[config.mk]
export PLATFORM = sky130hd
export DESIGN_NAME = seq_alu
export DESIGN_NICKNAME = d
export VERILOG_FILES = /design/src/rtl/seq_alu.sv
export SDC_FILE = /design/constraint.sdc
export NUM_CORES = 1
export LEC_CHECK = 0
export ABC_AREA = 1
export BUFFER_PORTS_ARGS = -buffer_cell sky130_fd_sc_hd__buf_2
export CORE_MARGIN = 2
export CORE_UTILIZATION = 40
export DETAILED_ROUTE_END_ITERATION = 8
export HOLD_SLACK_MARGIN = 0.05
export PLACE_DENSITY = 0.63
export SLEW_MARGIN = 20
export SYNTH_ARGS = -nofsm -noshare
export SYNTH_HDL_FRONTEND = slang
export SYNTH_SLANG_ARGS = --single-unit
[constraint.sdc]
create_clock -name clk -period 4.4 [get_ports clk]
set_clock_uncertainty 0.05 [all_clocks]
set_input_delay 0.66 -clock clk [delete_from_list [all_inputs] [get_ports clk]]
set_output_delay 0.66 -clock clk [all_outputs]
set_load 0.02 [all_outputs]
[src/rtl/seq_alu.sv]
// ---------------------------------------------------------------------------
// seq_alu -- sequential ALU with a valid/ready handshake on both sides.
//
// Non-multiply operations finish on the edge that accepts them. MUL runs a
// shift-and-add loop that takes one multiplier bit per cycle.
//
// Ports
//   clk        sole clock, rising edge
//   rst_n      asynchronous active-low reset
//   in_valid   request present
//   in_ready   block can accept a request (high only in IDLE)
//   op         4-bit opcode
//   a, b       WIDTH-bit operands
//   out_valid  result and flags valid (high only in DONE)
//   out_ready  consumer takes the result
//   result     registered WIDTH-bit result
//   zero, neg, carry, ovf   registered flags
// ---------------------------------------------------------------------------
module seq_alu #(
   parameter int WIDTH = 8
) (
   input  logic             clk,
   input  logic             rst_n,
   input  logic             in_valid,
   output logic             in_ready,
   input  logic [3:0]       op,
   input  logic [WIDTH-1:0] a,
   input  logic [WIDTH-1:0] b,
   output logic             out_valid,
   input  logic             out_ready,
   output logic [WIDTH-1:0] result,
   output logic             zero,
   output logic             neg,
   output logic             carry,
   output logic             ovf
);

   localparam int SHW = $clog2(WIDTH);

   localparam logic [1:0] S_IDLE = 2'd0;
   localparam logic [1:0] S_MUL  = 2'd1;
   localparam logic [1:0] S_DONE = 2'd2;

   localparam logic [3:0] OP_OR   = 4'd1;
   localparam logic [3:0] OP_AND  = 4'd2;
   localparam logic [3:0] OP_XOR  = 4'd3;
   localparam logic [3:0] OP_NOT  = 4'd4;
   localparam logic [3:0] OP_ADD  = 4'd5;
   localparam logic [3:0] OP_SHL  = 4'd6;
   localparam logic [3:0] OP_PASS = 4'd7;
   localparam logic [3:0] OP_SUB  = 4'd8;
   localparam logic [3:0] OP_SHR  = 4'd9;
   localparam logic [3:0] OP_MUL  = 4'd10;

   // The counter runs 0..WIDTH: WIDTH iterations, then one edge to publish.
   localparam logic [SHW:0] CNT_LAST = (SHW+1)'(WIDTH);
   localparam logic [SHW:0] CNT_ONE  = (SHW+1)'(1);

   logic [1:0]         state;
   logic [2*WIDTH-1:0] mcand;
   logic [2*WIDTH-1:0] prod;
   logic [WIDTH-1:0]   mplier;
   logic [SHW:0]       cnt;

   logic [WIDTH-1:0]   alu_res;
   logic               alu_c;
   logic               alu_v;
   logic [WIDTH:0]     wide;
   logic [SHW-1:0]     sh;

   assign in_ready  = (state == S_IDLE);
   assign out_valid = (state == S_DONE);
   assign sh        = b[SHW-1:0];

   // Single-cycle datapath, evaluated from the live inputs so that the
   // result can be registered on the accept edge itself. Shifts go through
   // a WIDTH+1 bit vector so the extra bit holds the last bit shifted out
   // (and stays 0 for a zero shift amount).
   always_comb begin
      alu_res = '0;
      alu_c   = 1'b0;
      alu_v   = 1'b0;
      wide    = '0;
      case (op)
         OP_OR:   alu_res = a | b;
         OP_AND:  alu_res = a & b;
         OP_XOR:  alu_res = a ^ b;
         OP_NOT:  alu_res = ~a;
         OP_PASS: alu_res = a;
         OP_ADD: begin
            wide    = {1'b0, a} + {1'b0, b};
            alu_res = wide[WIDTH-1:0];
            alu_c   = wide[WIDTH];
            alu_v   = (a[WIDTH-1] == b[WIDTH-1]) && (wide[WIDTH-1] != a[WIDTH-1]);
         end
         OP_SUB: begin
            wide    = {1'b0, a} + {1'b0, ~b} + (WIDTH+1)'(1);
            alu_res = wide[WIDTH-1:0];
            alu_c   = wide[WIDTH];
            alu_v   = (a[WIDTH-1] != b[WIDTH-1]) && (wide[WIDTH-1] != a[WIDTH-1]);
         end
         OP_SHL: begin
            wide    = {1'b0, a} << sh;
            alu_res = wide[WIDTH-1:0];
            alu_c   = wide[WIDTH];
         end
         OP_SHR: begin
            wide    = {a, 1'b0} >> sh;
            alu_res = wide[WIDTH:1];
            alu_c   = wide[0];
         end
         default: ;
      endcase
   end

   // Control FSM plus the multiply loop. Result and flags only change on
   // the accept edge (non-MUL) or the final MUL edge, so they hold steady
   // throughout DONE regardless of what the inputs do.
   always_ff @(posedge clk or negedge rst_n) begin
      if (!rst_n) begin
         state  <= S_IDLE;
         mcand  <= '0;
         prod   <= '0;
         mplier <= '0;
         cnt    <= '0;
         result <= '0;
         zero   <= 1'b1;
         neg    <= 1'b0;
         carry  <= 1'b0;
         ovf    <= 1'b0;
      end else begin
         case (state)
            S_IDLE: begin
               if (in_valid) begin
                  if (op == OP_MUL) begin
                     mcand  <= {{WIDTH{1'b0}}, a};
                     mplier <= b;
                     prod   <= '0;
                     cnt    <= '0;
                     state  <= S_MUL;
                  end else begin
                     result <= alu_res;
                     zero   <= (alu_res == '0);
                     neg    <= alu_res[WIDTH-1];
                     carry  <= alu_c;
                     ovf    <= alu_v;
                     state  <= S_DONE;
                  end
               end
            end
            S_MUL: begin
               if (cnt == CNT_LAST) begin
                  result <= prod[WIDTH-1:0];
                  zero   <= (prod[WIDTH-1:0] == '0);
                  neg    <= prod[WIDTH-1];
                  carry  <= |prod[2*WIDTH-1:WIDTH];
                  ovf    <= 1'b0;
                  state  <= S_DONE;
               end else begin
                  if (mplier[0]) begin
                     prod <= prod + mcand;
                  end
                  mcand  <= mcand << 1;
                  mplier <= mplier >> 1;
                  cnt    <= cnt + CNT_ONE;
               end
            end
            S_DONE: begin
               if (out_ready) begin
                  state <= S_IDLE;
               end
            end
            default: state <= S_IDLE;
         endcase
      end
   end

endmodule

==> flow_metrics.py <==
metrics = {
    "global_routing": {
        "groute.usage.overall_pct": 23.5,
        "grt_overflow_total": 0,
        "grt_max_degree": 44,
        "antenna_found_initial": 0,
        "grt_pass1_wl_mm": 25.0,
        "grt_pass1_vias": 4990,
    },
    "setup_path": {
        "cp-end-kind": "register",
        "crit_arrival_ns": 3.10,
        "crit_fanout": 22,
        "startpoint_type": "input port",
        "cp.required_ns": 4.60,
        "crit_type": "input port to register",
    },
    "detailed_routing": {
        "routedWlPerCell_um": 15.2,
        "final_antenna_net_count": 0,
        "drtIter0Drc": 664,
        "wirelength_mm": 15.1,
        "via_per_inst": 5.34,
        "drc_errors": 0,
        "dr.pass1.iters": 5,
        "vias": 5295,
    },
    "timing": {
        "rsz0062_at_grt": "false",
        "period_needed_ns": 2.90,
        "hold_viol_final": 0,
        "setup_ws_ns": 1.50,
        "whs_ns": 0.286,
        "drv_slew": 0,
        "worst_slew_pin_slew_ns": 0.775,
        "fmax_mhz": 344,
        "finalSetupViolations": 0,
        "fin_setup_tns_ns": 0,
        "fin_crit_sh_pct": 66.0,
        "relSlewSlack_pct": 48.1,
    },
    "floorplanning": {
        "die_w_um": 117,
        "die-area_um2": 13700,
        "start_util_pct": 40.7,
        "ios": 38,
        "die_h_um": 117,
        "rows": 41,
        "core_area_um2": 12600,
    },
    "placement": {
        "hpwl_mm": 11.6,
        "routabilityCongestion": 0.945,
        "pre_cts_slack_ns": 1.20,
        "port_buffers": 37,
    },
    "clock_tree": {
        "cts_root_buffer": "clkbuf_16",
        "cts_tree": "done",
        "h-tree-depth": 3,
        "cts.clk_slew.worst_paths_ns": 0.05,
        "cts_made_buffers": 9,
        "cts.sinks": 57,
        "cts_resized": 0,
        "ctsLongestPathBuffers": 2,
        "worstSkewPairLatency_ns": 0.33,
        "cts_setup_buffers": 0,
        "postCtsHoldBufs": 0,
    },
    "logic_synthesis": {
        "yosys_most_used_dff": "dfrtp_1",
        "synth.largest_area_cell": "dfrtp_1",
        "yosysWarnings": 0,
        "synth_edf_count": 0,
        "ys_async_sr_fraction_pct": 100,
        "syn_area_um2": 5110,
        "synth_nets": 856,
        "synth_cells": 787,
        "ys_types": 35,
        "ys_ff_latch": 57,
        "yosys.area.top_type_share_pct": 27.4,
        "syn_avg_cell_area_um2": 6.50,
        "yosys-top-cells-area": "dfrtp_1 (27%), nand2_1 (16%), ha_1 (10%)",
        "yosysSeqAreaShare_pct": 27.9,
    },
    "min_path": {
        "hold_class": "input port to asynchronous set/reset pin",
    },
    "pwr": {
        "leakagePower_nw": 2.99,
        "total_power_mw": 2.64,
        "vdd_drop_max_uv": 223,
        "powerDensity_nw_per_um2": 463,
    },
    "cells_and_area": {
        "insertedDiodeCount": 0,
        "final_cell_mix": "nand2_1 (215), nand3_1 (99), inv_1 (95)",
        "layout_commonest_cell": "nand2_1",
        "syn_to_final_growth_pct": 11.6,
        "fin_nets": 884,
        "final_core_util_pct": 45.4,
        "drive_gt1_share_pct": 8.30,
    },
    "flow_run": {
        "maxCapViolations": 0,
    },
    "run_status": {
        "outcome": "finished, final reports clean",
    },
}
==> final cells by class <==
| type | instances | area [um^2] |
|---|---|---|
| clock inverter | 3 | 40.0 |
| timing repair buffer | 40 | 208 |
| fill | 1319 | 6860 |
| sequential | 57 | 1430 |
| multi-input combinational | 606 | 3180 |
| inverter | 101 | 379 |
| clock buffer | 12 | 256 |
| tap | 172 | 215 |
==> critical path: stages <==
cell and delay [ns]:
buf_2 0.36, clkinv_1 0.54, ha_1 0.52, nor2_1 0.12, nand2_1 0.07, nand2_1 0.11, nand2_1 0.08, nand2_1 0.10
nand2_1 0.06, nand3_1 0.06, nand2_1 0.07, nor2_1 0.09, nand4_1 0.10, a21oi_1 0.14
==> flip-flops by register name (all words and copies together) (netlist names) <==
register,count
mplier,8
ovf,1
result,8
carry,1
mcand,16
cnt,4
state,2
zero,1
prod,16
==> synth_stat cells (2+ instances only) <==
cell        n
inv_2       4
o31ai_1     5
o22ai_1     9
inv_1      95
nor2_2      5
nand4_1    10
dfrtp_1    56
clkbuf_1    5
xor2_1      7
nor2_4      3
nor4_1      3
fa_1        3
nor3_1      4
nand3_1    99
buf_4       4
nand2_1   215
a21o_1      3
a21oi_1    39
o211ai_1   16
ha_1       42
buf_2      12
nor2_1     87
o21ai_0    48
clkinv_1    2
==> report_power, final <==
part	total [mW]	internal (mW)	switching [mW]
Clock	0.687	0.462	0.224
Combinational	1.07	0.373	0.692
Sequential	0.892	0.738	0.154
Total	2.64	1.57	1.07
==> layer usage <==
layer	routed length (um)	up-vias	track usage [%]	part of all wire [%]
li1	-	2638	-	-
met1	7200	2451	33.3	48
met2	6610	181	36.3	44
met3	956	25	3.91	6.3
met4	304	0	8.16	2.0
met5	0	-	0	0
==> per-stage QoR <==
| stage | std cells | cell area (um^2) |
|---|---|---|
| floorplan | 787 | 5110 |
| global placement | 976 | 5410 |
| detailed placement | 976 | 5410 |
| CTS | 991 | 5710 |
| global route | 991 | 5710 |
| finish | 991 | 5710 |
==> path summary, 6_finish.rpt <==
path,endpoint,cells after the start,slack (ns),startpoint
worst max-delay path,zero,14,1.50,b[1]
worst min-delay path,prod[12],1,0.29,rst_n
worst max register to register,prod[12],12,1.99,prod[0]
worst min register to register,result[1],2,0.43,result[1]
max in group asynchronous,mplier[4],2,3.20,rst_n
min in group clk,result[1],2,0.43,result[1]
==> kinds of logic after synthesis <==
kind of cell | share of synthesized area [%]
xor gates and xnor gates | 1.37
adders and majority gates | 11.5
and+or+nand+nor | 35.2
DFF | 27.9
AOI/OAI and AO/OA | 14.1
buffers and inverters | 9.86
No activity file was read; power rests on OpenSTA's default activity.
